<file path="src/rtl/id_ex_stage_p_pkg.sv">
// Shared constants, control bundle and helpers for the ID/EX decode stage.
// Holds format, memory-size, write-back, opcode, ALU and FSM encodings.
package id_ex_stage_p_pkg;

   localparam logic [2:0] FT_R = 3'd0, FT_I = 3'd1, FT_S = 3'd2, FT_B = 3'd3,
                          FT_U = 3'd4, FT_J = 3'd5, FT_P = 3'd6;

   localparam logic [1:0] MEM_NONE = 2'b00, MEM_B = 2'b01, MEM_H = 2'b10, MEM_W = 2'b11;
   localparam logic [1:0] MTR_ALU = 2'b00, MTR_DMEM = 2'b01, MTR_PC4 = 2'b10;
   localparam logic [1:0] PSIZE_SCALAR = 2'b11;

   localparam logic [6:0] OPC_LUI   = 7'b0110111, OPC_AUIPC = 7'b0010111,
                          OPC_JAL   = 7'b1101111, OPC_JALR  = 7'b1100111,
                          OPC_BR    = 7'b1100011, OPC_LOAD  = 7'b0000011,
                          OPC_STORE = 7'b0100011, OPC_FUNC1 = 7'b0010011,
                          OPC_FUNC2 = 7'b0110011, OPC_FENCE = 7'b0001111,
                          OPC_SYS   = 7'b1110011, OPC_PACK  = 7'b0001011;

   localparam logic [4:0] ALU_IADD = 5'd0,  ALU_ISUB = 5'd1,  ALU_ISLL = 5'd2,
                          ALU_ISLT = 5'd3,  ALU_ISLTU = 5'd4, ALU_IXOR = 5'd5,
                          ALU_ISRL = 5'd6,  ALU_ISRA = 5'd7,  ALU_IOR  = 5'd8,
                          ALU_IAND = 5'd9,  ALU_PADD = 5'd10, ALU_PSUB = 5'd11,
                          ALU_BR   = 5'd16;

   typedef enum logic [0:0] {ST_RUN = 1'b0, ST_STALL = 1'b1} state_e;

   typedef struct packed {
      logic [2:0] ft;
      logic [1:0] memtoreg;
      logic       regwrite;
      logic       branch;
      logic [1:0] memwrite;
      logic [1:0] memread;
      logic       alusrc;
      logic [4:0] aluop;
      logic       dmse;
      logic       aluorshift;
      logic       rs1_pc;
      logic       rs1_z;
      logic [1:0] pack_size;
      logic       illegal;
   } ctrl_t;

   localparam ctrl_t CTRL_RESET = '{ft: FT_R, memtoreg: MTR_ALU, regwrite: 1'b0,
                                    branch: 1'b0, memwrite: MEM_NONE, memread: MEM_NONE,
                                    alusrc: 1'b0, aluop: ALU_IADD, dmse: 1'b0,
                                    aluorshift: 1'b0, rs1_pc: 1'b0, rs1_z: 1'b0,
                                    pack_size: PSIZE_SCALAR, illegal: 1'b0};

   function automatic ctrl_t strip_enables(input ctrl_t c);
      ctrl_t r;
      r          = c;
      r.regwrite = 1'b0;
      r.branch   = 1'b0;
      r.memwrite = MEM_NONE;
      r.memread  = MEM_NONE;
      return r;
   endfunction

   // A bubble carries no side effects and must not trap either.
   function automatic ctrl_t bubble_ctrl(input ctrl_t c);
      ctrl_t r;
      r         = strip_enables(c);
      r.illegal = 1'b0;
      return r;
   endfunction

   function automatic logic [4:0] alu_of(input logic [2:0] f3, input logic alt);
      logic [4:0] op;
      case (f3)
         3'b000:  op = alt ? ALU_ISUB : ALU_IADD;
         3'b001:  op = ALU_ISLL;
         3'b010:  op = ALU_ISLT;
         3'b011:  op = ALU_ISLTU;
         3'b100:  op = ALU_IXOR;
         3'b101:  op = alt ? ALU_ISRA : ALU_ISRL;
         3'b110:  op = ALU_IOR;
         default: op = ALU_IAND;
      endcase
      return op;
   endfunction

endpackage

</file>
<file path="src/rtl/id_ex_stage_p_if.sv">
// ID/EX boundary bus: valid/ready handshake plus all decoded fields.
interface id_ex_stage_p_if #(parameter int XLEN = 32);
   logic            ex_valid;
   logic            ex_ready;
   logic [2:0]      ft_ex;
   logic [1:0]      memtoreg_ex;
   logic            regwrite_ex;
   logic            branch_ex;
   logic [1:0]      memwrite_ex;
   logic [1:0]      memread_ex;
   logic            alusrc_ex;
   logic [4:0]      aluop_ex;
   logic            dmse_ex;
   logic            aluorshift_ex;
   logic            rs1_pc_ex;
   logic            rs1_z_ex;
   logic [4:0]      rs1_ex;
   logic [4:0]      rs2_ex;
   logic [4:0]      rd_ex;
   logic [XLEN-1:0] imm_ex;
   logic [1:0]      pack_size_ex;
   logic [XLEN-1:0] pc_ex;
   logic            illegal_ex;

   modport master (output ex_valid, ft_ex, memtoreg_ex, regwrite_ex, branch_ex, memwrite_ex,
                          memread_ex, alusrc_ex, aluop_ex, dmse_ex, aluorshift_ex, rs1_pc_ex,
                          rs1_z_ex, rs1_ex, rs2_ex, rd_ex, imm_ex, pack_size_ex, pc_ex, illegal_ex,
                   input  ex_ready);

   modport slave  (input  ex_valid, ft_ex, memtoreg_ex, regwrite_ex, branch_ex, memwrite_ex,
                          memread_ex, alusrc_ex, aluop_ex, dmse_ex, aluorshift_ex, rs1_pc_ex,
                          rs1_z_ex, rs1_ex, rs2_ex, rd_ex, imm_ex, pack_size_ex, pc_ex, illegal_ex,
                   output ex_ready);
endinterface

</file>
<file path="src/rtl/id_ex_stage_p_decode.sv">
// Combinational RV32I + packed add/sub decoder: IR -> control bundle, immediate, illegal flag.
module id_ex_stage_p_decode
   import id_ex_stage_p_pkg::*;
#(
   parameter bit PACK_EN = 1'b1
) (
   input  logic [31:0] ir,
   output ctrl_t       ctrl,
   output logic [31:0] imm,
   output logic        rs1_used,
   output logic        rs2_used
);

   logic [6:0]  opc_s;
   logic [2:0]  f3_s;
   logic [6:0]  f7_s;
   logic [31:0] imm_i_s, imm_s_s, imm_b_s, imm_u_s, imm_j_s;
   ctrl_t       ctrl_s;

   assign opc_s   = ir[6:0];
   assign f3_s    = ir[14:12];
   assign f7_s    = ir[31:25];
   assign imm_i_s = {{20{ir[31]}}, ir[31:20]};
   assign imm_s_s = {{20{ir[31]}}, ir[31:25], ir[11:7]};
   assign imm_b_s = {{19{ir[31]}}, ir[31], ir[7], ir[30:25], ir[11:8], 1'b0};
   assign imm_u_s = {ir[31:12], 12'h000};
   assign imm_j_s = {{11{ir[31]}}, ir[31], ir[19:12], ir[20], ir[30:21], 1'b0};

   // Opcode/funct decode into the raw control bundle.
   always_comb begin
      ctrl_s    = CTRL_RESET;
      ctrl_s.ft = FT_I;
      imm       = 32'h0000_0000;
      rs1_used  = 1'b1;
      rs2_used  = 1'b0;
      case (opc_s)
         OPC_LUI, OPC_AUIPC: begin
            ctrl_s.ft       = FT_U;
            ctrl_s.regwrite = 1'b1;
            ctrl_s.alusrc   = 1'b1;
            ctrl_s.rs1_z    = (opc_s == OPC_LUI);
            ctrl_s.rs1_pc   = (opc_s == OPC_AUIPC);
            imm             = imm_u_s;
            rs1_used        = 1'b0;
         end
         OPC_JAL, OPC_JALR: begin
            ctrl_s.ft       = (opc_s == OPC_JAL) ? FT_J : FT_I;
            ctrl_s.regwrite = 1'b1;
            ctrl_s.branch   = 1'b1;
            ctrl_s.memtoreg = MTR_PC4;
            ctrl_s.alusrc   = 1'b1;
            ctrl_s.rs1_pc   = (opc_s == OPC_JAL);
            ctrl_s.illegal  = (opc_s == OPC_JALR) && (f3_s != 3'b000);
            imm             = (opc_s == OPC_JAL) ? imm_j_s : imm_i_s;
            rs1_used        = (opc_s == OPC_JALR);
         end
         OPC_BR: begin
            ctrl_s.ft      = FT_B;
            ctrl_s.branch  = 1'b1;
            ctrl_s.aluop   = ALU_BR | {2'b00, f3_s};
            ctrl_s.illegal = (f3_s[2:1] == 2'b01);
            imm            = imm_b_s;
            rs2_used       = 1'b1;
         end
         OPC_LOAD: begin
            ctrl_s.regwrite = 1'b1;
            ctrl_s.memtoreg = MTR_DMEM;
            ctrl_s.memread  = f3_s[1:0] + 2'b01;
            ctrl_s.dmse     = ~f3_s[2];
            ctrl_s.alusrc   = 1'b1;
            ctrl_s.illegal  = (f3_s[1:0] == 2'b11) || (f3_s == 3'b110);
            imm             = imm_i_s;
         end
         OPC_STORE: begin
            ctrl_s.ft       = FT_S;
            ctrl_s.memwrite = f3_s[1:0] + 2'b01;
            ctrl_s.alusrc   = 1'b1;
            ctrl_s.illegal  = f3_s[2] || (f3_s[1:0] == 2'b11);
            imm             = imm_s_s;
            rs2_used        = 1'b1;
         end
         OPC_FUNC1: begin
            ctrl_s.regwrite   = 1'b1;
            ctrl_s.alusrc     = 1'b1;
            ctrl_s.aluop      = alu_of(f3_s, (f3_s == 3'b101) && ir[30]);
            ctrl_s.aluorshift = (f3_s[1:0] == 2'b01);
            ctrl_s.illegal    = ((f3_s == 3'b001) && (f7_s != 7'b0000000)) ||
                                ((f3_s == 3'b101) && (f7_s != 7'b0000000) && (f7_s != 7'b0100000));
            imm               = imm_i_s;
         end
         OPC_FUNC2: begin
            ctrl_s.ft         = FT_R;
            ctrl_s.regwrite   = 1'b1;
            ctrl_s.aluop      = alu_of(f3_s, ir[30]);
            ctrl_s.aluorshift = (f3_s[1:0] == 2'b01);
            ctrl_s.illegal    = !((f7_s == 7'b0000000) ||
                                  ((f7_s == 7'b0100000) && ((f3_s == 3'b000) || (f3_s == 3'b101))));
            rs2_used          = 1'b1;
         end
         OPC_FENCE, OPC_SYS: begin
            ctrl_s.ft = FT_I;
         end
         OPC_PACK: begin
            ctrl_s.ft = FT_P;
            rs2_used  = 1'b1;
            if (PACK_EN) begin
               ctrl_s.regwrite  = 1'b1;
               ctrl_s.aluop     = (f3_s == 3'b000) ? ALU_PADD : ALU_PSUB;
               ctrl_s.pack_size = ir[26:25];
               ctrl_s.illegal   = (f3_s[2:1] != 2'b00) || (f7_s[6:2] != 5'b00000);
            end else begin
               ctrl_s.illegal = 1'b1;
            end
         end
         default: begin
            ctrl_s.illegal = 1'b1;
         end
      endcase
   end

   assign ctrl = ctrl_s.illegal ? strip_enables(ctrl_s) : ctrl_s;

endmodule

</file>
<file path="src/rtl/id_ex_stage_p.sv">
// Decode stage with elastic ID/EX register, load-use interlock and flush.
module id_ex_stage_p
   import id_ex_stage_p_pkg::*;
#(
   parameter int XLEN       = 32,
   parameter bit PACK_EN    = 1'b1,
   parameter bit LOADUSE_EN = 1'b1
) (
   input  logic            clk,
   input  logic            rst_n,
   input  logic            if_valid,
   output logic            if_ready,
   input  logic [31:0]     ir_if,
   input  logic [XLEN-1:0] pc_if,
   input  logic            flush,
   id_ex_stage_p_if.master ex
);

   ctrl_t           dec_ctrl_s;
   logic [31:0]     dec_imm_s;
   logic            rs1_used_s, rs2_used_s;
   logic            hazard_s, advance_s;
   state_e          state_r, state_nx_s;
   logic            valid_r;
   ctrl_t           ctrl_r;
   logic [4:0]      rs1_r, rs2_r, rd_r;
   logic [XLEN-1:0] imm_r, pc_r;

   id_ex_stage_p_decode #(.PACK_EN(PACK_EN)) u_decode (
      .ir       (ir_if),
      .ctrl     (dec_ctrl_s),
      .imm      (dec_imm_s),
      .rs1_used (rs1_used_s),
      .rs2_used (rs2_used_s)
   );

   // Load in EX whose destination feeds a source of the incoming instruction.
   always_comb begin
      hazard_s = 1'b0;
      if (LOADUSE_EN && valid_r && (ctrl_r.memread != MEM_NONE) && (rd_r != 5'd0)) begin
         hazard_s = (rs1_used_s && (ir_if[19:15] == rd_r)) ||
                    (rs2_used_s && (ir_if[24:20] == rd_r));
      end else begin
         hazard_s = 1'b0;
      end
   end

   assign advance_s = !valid_r || ex.ex_ready;
   assign if_ready  = advance_s && !hazard_s && !flush;

   // Interlock FSM next state.
   always_comb begin
      state_nx_s = state_r;
      case (state_r)
         ST_RUN: begin
            if (!flush && hazard_s && ex.ex_ready && if_valid) begin
               state_nx_s = ST_STALL;
            end else begin
               state_nx_s = ST_RUN;
            end
         end
         ST_STALL: state_nx_s = ST_RUN;
         default:  state_nx_s = ST_RUN;
      endcase
   end

   // FSM state register.
   always_ff @(posedge clk or negedge rst_n) begin
      if (!rst_n) begin
         state_r <= ST_RUN;
      end else begin
         state_r <= state_nx_s;
      end
   end

   // ID/EX pipeline register: flush beats load, bubble on stall, hold while EX is busy.
   always_ff @(posedge clk or negedge rst_n) begin
      if (!rst_n) begin
         valid_r <= 1'b0;
         ctrl_r  <= CTRL_RESET;
         rs1_r   <= 5'd0;
         rs2_r   <= 5'd0;
         rd_r    <= 5'd0;
         imm_r   <= '0;
         pc_r    <= '0;
      end else if (flush) begin
         valid_r <= 1'b0;
         ctrl_r  <= bubble_ctrl(ctrl_r);
      end else if (advance_s) begin
         if (if_valid && !hazard_s) begin
            valid_r <= 1'b1;
            ctrl_r  <= dec_ctrl_s;
            rs1_r   <= ir_if[19:15];
            rs2_r   <= ir_if[24:20];
            rd_r    <= ir_if[11:7];
            imm_r   <= XLEN'($signed(dec_imm_s));
            pc_r    <= pc_if;
         end else begin
            valid_r <= 1'b0;
            ctrl_r  <= bubble_ctrl(ctrl_r);
         end
      end else begin
         valid_r <= valid_r;
      end
   end

   assign ex.ex_valid      = valid_r;
   assign ex.ft_ex         = ctrl_r.ft;
   assign ex.memtoreg_ex   = ctrl_r.memtoreg;
   assign ex.regwrite_ex   = ctrl_r.regwrite;
   assign ex.branch_ex     = ctrl_r.branch;
   assign ex.memwrite_ex   = ctrl_r.memwrite;
   assign ex.memread_ex    = ctrl_r.memread;
   assign ex.alusrc_ex     = ctrl_r.alusrc;
   assign ex.aluop_ex      = ctrl_r.aluop;
   assign ex.dmse_ex       = ctrl_r.dmse;
   assign ex.aluorshift_ex = ctrl_r.aluorshift;
   assign ex.rs1_pc_ex     = ctrl_r.rs1_pc;
   assign ex.rs1_z_ex      = ctrl_r.rs1_z;
   assign ex.pack_size_ex  = ctrl_r.pack_size;
   assign ex.illegal_ex    = ctrl_r.illegal;
   assign ex.rs1_ex        = rs1_r;
   assign ex.rs2_ex        = rs2_r;
   assign ex.rd_ex         = rd_r;
   assign ex.imm_ex        = imm_r;
   assign ex.pc_ex         = pc_r;

endmodule
</file>
<file path="src/flat_wrapper.sv">
// flat-port wrapper written by rule: the top's interface ports become plain ports
module id_ex_stage_p_flat import id_ex_stage_p_pkg::*;
#(
   parameter int XLEN       = 32,
   parameter bit PACK_EN    = 1'b1,
   parameter bit LOADUSE_EN = 1'b1
)
  (clk, rst_n, if_valid, if_ready, ir_if, pc_if, flush, ex_ex_valid, ex_ft_ex, ex_memtoreg_ex, ex_regwrite_ex, ex_branch_ex, ex_memwrite_ex, ex_memread_ex, ex_alusrc_ex, ex_aluop_ex, ex_dmse_ex, ex_aluorshift_ex, ex_rs1_pc_ex, ex_rs1_z_ex, ex_rs1_ex, ex_rs2_ex, ex_rd_ex, ex_imm_ex, ex_pack_size_ex, ex_pc_ex, ex_illegal_ex, ex_ex_ready);
  id_ex_stage_p_if #(.XLEN(XLEN)) ex_i ();
  input  logic clk;
  input  logic rst_n;
  input  logic if_valid;
  output logic if_ready;
  input  logic [31:0] ir_if;
  input  logic [XLEN-1:0] pc_if;
  input  logic flush;
  output wire logic [$bits(ex_i.ex_valid)-1:0] ex_ex_valid;
  output wire logic [$bits(ex_i.ft_ex)-1:0] ex_ft_ex;
  output wire logic [$bits(ex_i.memtoreg_ex)-1:0] ex_memtoreg_ex;
  output wire logic [$bits(ex_i.regwrite_ex)-1:0] ex_regwrite_ex;
  output wire logic [$bits(ex_i.branch_ex)-1:0] ex_branch_ex;
  output wire logic [$bits(ex_i.memwrite_ex)-1:0] ex_memwrite_ex;
  output wire logic [$bits(ex_i.memread_ex)-1:0] ex_memread_ex;
  output wire logic [$bits(ex_i.alusrc_ex)-1:0] ex_alusrc_ex;
  output wire logic [$bits(ex_i.aluop_ex)-1:0] ex_aluop_ex;
  output wire logic [$bits(ex_i.dmse_ex)-1:0] ex_dmse_ex;
  output wire logic [$bits(ex_i.aluorshift_ex)-1:0] ex_aluorshift_ex;
  output wire logic [$bits(ex_i.rs1_pc_ex)-1:0] ex_rs1_pc_ex;
  output wire logic [$bits(ex_i.rs1_z_ex)-1:0] ex_rs1_z_ex;
  output wire logic [$bits(ex_i.rs1_ex)-1:0] ex_rs1_ex;
  output wire logic [$bits(ex_i.rs2_ex)-1:0] ex_rs2_ex;
  output wire logic [$bits(ex_i.rd_ex)-1:0] ex_rd_ex;
  output wire logic [$bits(ex_i.imm_ex)-1:0] ex_imm_ex;
  output wire logic [$bits(ex_i.pack_size_ex)-1:0] ex_pack_size_ex;
  output wire logic [$bits(ex_i.pc_ex)-1:0] ex_pc_ex;
  output wire logic [$bits(ex_i.illegal_ex)-1:0] ex_illegal_ex;
  input wire logic [$bits(ex_i.ex_ready)-1:0] ex_ex_ready;
  assign ex_ex_valid = ex_i.ex_valid;
  assign ex_ft_ex = ex_i.ft_ex;
  assign ex_memtoreg_ex = ex_i.memtoreg_ex;
  assign ex_regwrite_ex = ex_i.regwrite_ex;
  assign ex_branch_ex = ex_i.branch_ex;
  assign ex_memwrite_ex = ex_i.memwrite_ex;
  assign ex_memread_ex = ex_i.memread_ex;
  assign ex_alusrc_ex = ex_i.alusrc_ex;
  assign ex_aluop_ex = ex_i.aluop_ex;
  assign ex_dmse_ex = ex_i.dmse_ex;
  assign ex_aluorshift_ex = ex_i.aluorshift_ex;
  assign ex_rs1_pc_ex = ex_i.rs1_pc_ex;
  assign ex_rs1_z_ex = ex_i.rs1_z_ex;
  assign ex_rs1_ex = ex_i.rs1_ex;
  assign ex_rs2_ex = ex_i.rs2_ex;
  assign ex_rd_ex = ex_i.rd_ex;
  assign ex_imm_ex = ex_i.imm_ex;
  assign ex_pack_size_ex = ex_i.pack_size_ex;
  assign ex_pc_ex = ex_i.pc_ex;
  assign ex_illegal_ex = ex_i.illegal_ex;
  assign ex_i.ex_ready = ex_ex_ready;
  id_ex_stage_p #(.XLEN(XLEN), .PACK_EN(PACK_EN), .LOADUSE_EN(LOADUSE_EN)) u_core (.clk(clk), .rst_n(rst_n), .if_valid(if_valid), .if_ready(if_ready), .ir_if(ir_if), .pc_if(pc_if), .flush(flush), .ex(ex_i));
endmodule
</file>
<file path="config.mk">
export PLATFORM = sky130hd
export DESIGN_NAME = id_ex_stage_p_flat
export DESIGN_NICKNAME = d
export VERILOG_FILES = /design/src/rtl/id_ex_stage_p_pkg.sv /design/src/rtl/id_ex_stage_p_if.sv /design/src/rtl/id_ex_stage_p_decode.sv /design/src/rtl/id_ex_stage_p.sv /design/src/flat_wrapper.sv
export SDC_FILE = /design/constraint.sdc
export NUM_CORES = 1
export LEC_CHECK = 0
export ABC_AREA = 1
export BUFFER_PORTS_ARGS = -buffer_cell sky130_fd_sc_hd__buf_2
export CAP_MARGIN = 10
export CORE_UTILIZATION = 45
export CTS_BUF_LIST = sky130_fd_sc_hd__clkbuf_4 sky130_fd_sc_hd__clkbuf_8
export DETAILED_ROUTE_END_ITERATION = 16
export GPL_ROUTABILITY_DRIVEN = 0
export PLACE_DENSITY = 0.79
export SYNTH_ARGS = -nofsm -noshare
export SYNTH_HDL_FRONTEND = slang
export SYNTH_SLANG_ARGS = --single-unit
</file>
<file path="constraint.sdc">
create_clock -name clk -period 3.1 [get_ports clk]
set_input_delay 0.465 -clock clk [delete_from_list [all_inputs] [get_ports clk]]
set_output_delay 0.465 -clock clk [all_outputs]
set_load 0.05 [all_outputs]
</file>
## Yosys cells after proc, flatten, opt, wreduce, memory -nomap -nowiden

Index checks and enable logic that the tools add are counted.

- Bitwise logic cells: 2
- Reductions and logical operators: 44
- Mux-type cells: 34
- Equal/unequal tests: 25
- $add $sub $neg: 1

Operators with widths:

| cell | number |
|---|---|
| 32-bit one-hot mux with 5 select lines | 1 |
| 19-bit two-way mux | 4 |
| 4-bit one-hot mux with 7 select lines | 2 |
| 7-bit by 6-bit == test with 1-bit output, second input constant | 4 |
| 7-bit == test, second input constant | 4 |
| 20-bit two-way mux | 1 |
| 5-bit one-hot mux with 4 select lines | 1 |
| 3-bit one-hot mux with 6 select lines | 1 |
| 1-bit two-way mux | 16 |
| 7-bit by 4-bit == test with 1-bit output, second input constant | 2 |
| 7-bit by 5-bit == test with 1-bit output, second input constant | 2 |
| 1-bit logical AND | 13 |
| 5-bit == test | 2 |
| 5-bit nonzero test | 2 |
| 3-bit == test, second input constant | 3 |
| 1-bit logical OR | 8 |
| 1-bit one-hot mux with 8 select lines | 1 |
| 2-bit OR reduction | 4 |
| 4-bit OR reduction | 2 |
| 8-bit OR reduction | 1 |
| 7-bit by 2-bit == test with 1-bit output, second input constant | 1 |
| 7-bit zero test | 1 |
| 7-bit by 6-bit != test with 1-bit output, second input constant | 1 |
| 7-bit nonzero test | 1 |
| other kinds (17) | 28 |

- Bits of input ports: 69
- Output and inout port bits: 105
- Logic and storage cells: 126
- Register bits after elaboration: 104

## Depth between registers and ports, before layout

- Word-level depth: 11
- Gate-level depth with buffers: 14
- Gate-level depth less buffers: 13

## By module

A second synthesis with hierarchy kept.

- Cell total of the unflattened synthesis: 738
- Area total of the unflattened synthesis: 5,570.3 um2

Modules (own cells, without submodules):

| module | cells each | area an instance (um2) | instances | seq. area each (um2) |
|---|---|---|---|---|
| id_ex_stage_p | 514 | 4,361.7 | 1 | 2,605.0 |
| id_ex_stage_p_decode | 224 | 1,208.7 | 1 | 0.0 |

## Least setup slack after synthesis

Ideal clock, no wire load.

- Path kind: register -> output
- Start point: register u_core.rd_r[3], in the netlist u_core.ex.rd_ex[3]
- End point: output if_ready
- Data arrival time: 1.886 ns
- Slack: 0.749 ns
- Stages on the path, launching flop included: 11
- Buffers on the path: 0
- Data required time: 2.635 ns
- Path through: dfrtp_1 -> inv_1 -> nand2_1 -> nand2_1 -> nand3_1 -> nor2_1 -> nand2_1 -> nand2_2 -> nand2_2 -> nand2_1 -> nor2_1

- Longest elaborated chain between the ends: 7
- Elaborated cells on any way between the ends: 11
- Those cells by class: 2 x eq/ne; 1 x mux; 8 x reduce/logical

Ends and longest elaborated chain:

| element | line | RTL |
|---|---|---|
| start: declaration | id_ex_stage_p.sv:26 | `logic [4:0] rs1_r, rs2_r, rd_r;` |
| start signal: assignment | id_ex_stage_p.sv:95 | `rd_r <= ir_if[11:7];` |
| 5-bit == test, on equally long branches | id_ex_stage_p.sv:41, id_ex_stage_p.sv:42 |  |
| 1-bit logical AND, on equally long branches | id_ex_stage_p.sv:41, id_ex_stage_p.sv:42 |  |
| 1-bit logical OR | id_ex_stage_p.sv:41 | `hazard_s = (rs1_used_s && (ir_if[19:15] == rd_r)) \|\|` |
| 1-bit two-way mux (*) | id_ex_stage_p.sv:40 | `if (LOADUSE_EN && valid_r && (ctrl_r.memread != MEM_NONE) && (rd_r != 5'd0)) begin` |
| 1-bit zero test (*) | id_ex_stage_p.sv:49 | `assign if_ready = advance_s && !hazard_s && !flush;` |
| 1-bit logical AND (*) (2 in series) | id_ex_stage_p.sv:49 |  |
| end: declaration | flat_wrapper.sv:13 | `output logic if_ready;` |

Mark *: on every way between the ends. The rest lies on a longest branch, timed or not.

## Worst setup path in the final report

- Start point: input ir_if[4]
- End point: output if_ready

- Longest elaborated chain between the ends: 9
- Elaborated cells on any way between the ends: 20
- Those cells by class: 8 x eq/ne; 3 x mux; 9 x reduce/logical

Ends and longest elaborated chain:

| element | line | RTL |
|---|---|---|
| start: declaration | flat_wrapper.sv:14 | `input logic [31:0] ir_if;` |
| 7-bit == test (tied with other cells) | id_ex_stage_p_decode.sv:36 | `case (opc_s)` |
| 2-bit OR reduction or 4-bit OR reduction (tied branches) | -- |  |
| 1-bit one-hot mux with 2 select lines or 1-bit two-way mux (tied branches) | id_ex_stage_p_decode.sv:36 |  |
| 1-bit logical AND, on equally long branches | id_ex_stage_p.sv:41, id_ex_stage_p.sv:42 |  |
| 1-bit logical OR (*) | id_ex_stage_p.sv:41 |  |
| 1-bit two-way mux (*) | id_ex_stage_p.sv:40 |  |
| 1-bit zero test (*) | id_ex_stage_p.sv:49 |  |
| 1-bit logical AND (*) (2 in series) | id_ex_stage_p.sv:49 |  |

Marked as above.

==> impl_metrics.env <==
export IMPL_synthArstFlopShare_pct=100
export IMPL_drt_iter0_drc=428
export IMPL_synth_avg_cell_area_um2=7.92
export IMPL_worstSetupPathType="input pin to output pin"
export IMPL_cts_setup_buffers=0
export IMPL_final_antenna_net_count=0
export IMPL_setup_viol=0
export IMPL_dr_pass1_iters=7
export IMPL_p_leak_nw=3.69
export IMPL_gr_total_overflow=0
export IMPL_ir_drop_mv=0.283
export IMPL_hold_viol=0
export IMPL_power_switching_mw=1.26
export IMPL_dp_hpwl_um=10100
export IMPL_comb_power_share_pct=27.1
export IMPL_min_period_ns=2.41
export IMPL_synthDistinctLibCells=32
export IMPL_fillers=1070
export IMPL_synth_seq_area_share_pct=50.4
export IMPL_via_per_inst=5.04
export IMPL_antenna_found_initial=0
export IMPL_status="complete, no violations"
export IMPL_r2r_start="u_core.ex.rd_ex[3]$_DFFE_PN0P_"
export IMPL_cts_max_level=3
export IMPL_first_global_vias=4491
export IMPL_synth_ff_type="dfrtp_1"
export IMPL_post_cts_resized=0
export IMPL_start_kind="input pin"
export IMPL_cts_sinks=104
export IMPL_grt_pass1_wl_um=21700
export IMPL_holdBufCountCts=0
export IMPL_slew_limit_headroom_pct=52.2
export IMPL_syn_instance_count=653
export IMPL_start_util_pct=46.9
export IMPL_nets=889
export IMPL_powerDensity_nw_per_um2=543
export IMPL_seqPwrFrac_pct=45.1
export IMPL_reg2reg_to="u_core.ex.rs1_ex[3]$_DFFE_PN0P_"
export IMPL_yosys_warnings=0
export IMPL_num_vias=4836
export IMPL_drt_total_wl_um=13800
export IMPL_grt_total_usage_pct=23.6
export IMPL_dpl_cell_count=945
export IMPL_wl_per_cell_um=14.4
export IMPL_clockRootBuffer="clkbuf_8"
export IMPL_clockBufferDepth=2
export IMPL_cts_tree="built"
export IMPL_die_y_um=109
export IMPL_synth_edf_count=0
export IMPL_stdcell_count=960
export IMPL_fp_dieW_um=109
export IMPL_clk_pin_slew_ns=0.10
export IMPL_period_share_pct=77.8
export IMPL_crit_path_max_fanout=9
export IMPL_grt_start_max_net_pins=105
export IMPL_diodes=0
export IMPL_required_ns=2.63
export IMPL_syn_num_nets=726
export IMPL_switching_share_pct=36.6
export IMPL_drv_slew=0
export IMPL_min_path_type="input pin to asynchronous set/reset pin"
export IMPL_cap_violations=0
export IMPL_final_common_cell="nand2_1"
export IMPL_synth_area_um2=5170
export IMPL_tightestPinTransition_ns=0.716
export IMPL_p_int_mw=2.18
export IMPL_reg2reg_depth=12
export IMPL_fmax_mhz=415
export IMPL_drive_gt1_share_pct=28.3
export IMPL_fin_skew_ns=0.00926
export IMPL_synth_seq_cells=104
export IMPL_cp_arrival_ns=1.95
export IMPL_clkLatencyLatePin_ns=0.37
export IMPL_cts_buffers=9
export IMPL_core_um2=11000
export IMPL_pwr_share_clk_pct=27.8
export IMPL_boundaryPins=174
export IMPL_tns_ns=0
export IMPL_fp_dieArea_um2=11900
export IMPL_drcViolationCount=0
export IMPL_rows=38
export IMPL_end_kind="output pin"
export IMPL_rsz0062_at_grt="no"
export IMPL_reg2reg_slack_ns=1.05
export IMPL_syn_to_final_growth_pct=22.6
export IMPL_final_cell_mix="nand2_1, buf_2, dfrtp_1, inv_1, nor2_1"
export IMPL_port_buffers=173
-- metrics by stage --
step | worst slack [ns] | power (mW) | area, um2 | hold WS, ns | utilization [%]
2_1_floorplan | 0.749 | 2.24 | 5170 | 0.169 | -
3_3_place_gp | 0.721 | 2.50 | 6110 | 0.457 | 55.4
3_5_place_dp | 0.700 | 2.51 | 6110 | 0.460 | 55.4
4_1_cts | 0.695 | 3.47 | 6330 | 0.165 | 57.4
5_1_grt | 0.540 | 3.60 | 6330 | 0.173 | 57.4
6_report | 0.689 | 3.44 | 6330 | 0.142 | 57.4
-- worst max-delay path, cell delays in order --
cell     delay (ns)
buf_2          0.11
inv_1          0.08
nand3_1        0.13
inv_1          0.12
nand2_2        0.15
nand2_4        0.16
inv_2          0.04
nand3_2        0.09
nand2_2        0.09
nand2_2        0.10
nand2_1        0.07
nor2_1         0.08
buf_2          0.27
-- flip-flops by register name, indices dropped and copies added (netlist names), 2 cells and up --
name,cells
u_core.ex.imm_ex,32
u_core.ex.ft_ex,3
u_core.ex.rs2_ex,5
u_core.ex.memread_ex,2
u_core.ex.aluop_ex,5
u_core.ex.memtoreg_ex,2
u_core.ex.pc_ex,32
u_core.ex.memwrite_ex,2
u_core.ex.pack_size_ex,2
u_core.ex.rs1_ex,5
u_core.ex.rd_ex,5
-- routing by layer --
metal | part of all wire, % | routed length [um] | GRT usage (%) | up-vias
met2 | 46 | 6390 | 37.6 | 205
li1 | - | - | - | 2375
met1 | 43 | 6020 | 31.0 | 2214
met3 | 7.2 | 996 | 4.00 | 42
met4 | 3.2 | 438 | 11.3 | 0
met5 | 0 | 0 | 0 | -
-- cells in the mapped netlist (all sizes together) (5+ instances only) --
cell type	count	area, um2
nand2	299	1170
a22oi	11	82.6
inv	49	184
dfrtp	102	2550
xnor2	5	43.8
a21oi	9	48.8
nor3	5	25.0
clkbuf	6	22.5
o21ai	55	317
buf	21	180
nor2	46	194
nand3	21	120
-- final cells by class --
cell class	count	area, um2	share of cell area, %
Clock buffer	11	145	2.29
Timing Repair Buffer	179	963	15.2
Sequential cell	104	2610	41.1
Inverter	49	184	2.90
Clock inverter	4	77.6	1.22
Tap cell	140	175	2.77
Multi-Input combinational cell	473	2180	34.5
-- cells by family (layout without fill, tap and decap cells) --
kind of cell | count (synthesis) | in the layout | synth area share (%)
buffers and inverters | 76 | 243 | 7.48
xor gates and xnor gates | 7 | 7 | 1.19
AOI/OAI and AO/OA | 86 | 86 | 10.1
adders and majority gates | 4 | 4 | 0.968
DFF | 104 | 104 | 50.4
and+or+nand+nor | 376 | 376 | 29.8
-- power by group through the flow --
stage	registers [mW]	clock network (mW)	logic [mW]
2_1_floorplan	1.99	0	0.247
3_3_place_gp	1.57	0	0.928
3_5_place_dp	1.58	0	0.939
4_1_cts	1.55	0.981	0.940
5_1_grt	1.57	1.03	1.00
6_report	1.55	0.957	0.933
-- worst max-delay path by stage --
stage                              startpoint        to  slack (ns)
6_report                             ir_if[4]  if_ready        0.69
5_1_grt                              ir_if[4]  if_ready        0.54
3_3_place_gp                         ir_if[4]  if_ready        0.72
3_5_place_dp                         ir_if[4]  if_ready        0.70
4_1_cts                              ir_if[4]  if_ready        0.70
2_1_floorplan  u_core.ex.rd_ex[3]$_DFFE_PN0P_  if_ready        0.75
Note: power is estimated with default switching activity, not from simulation.
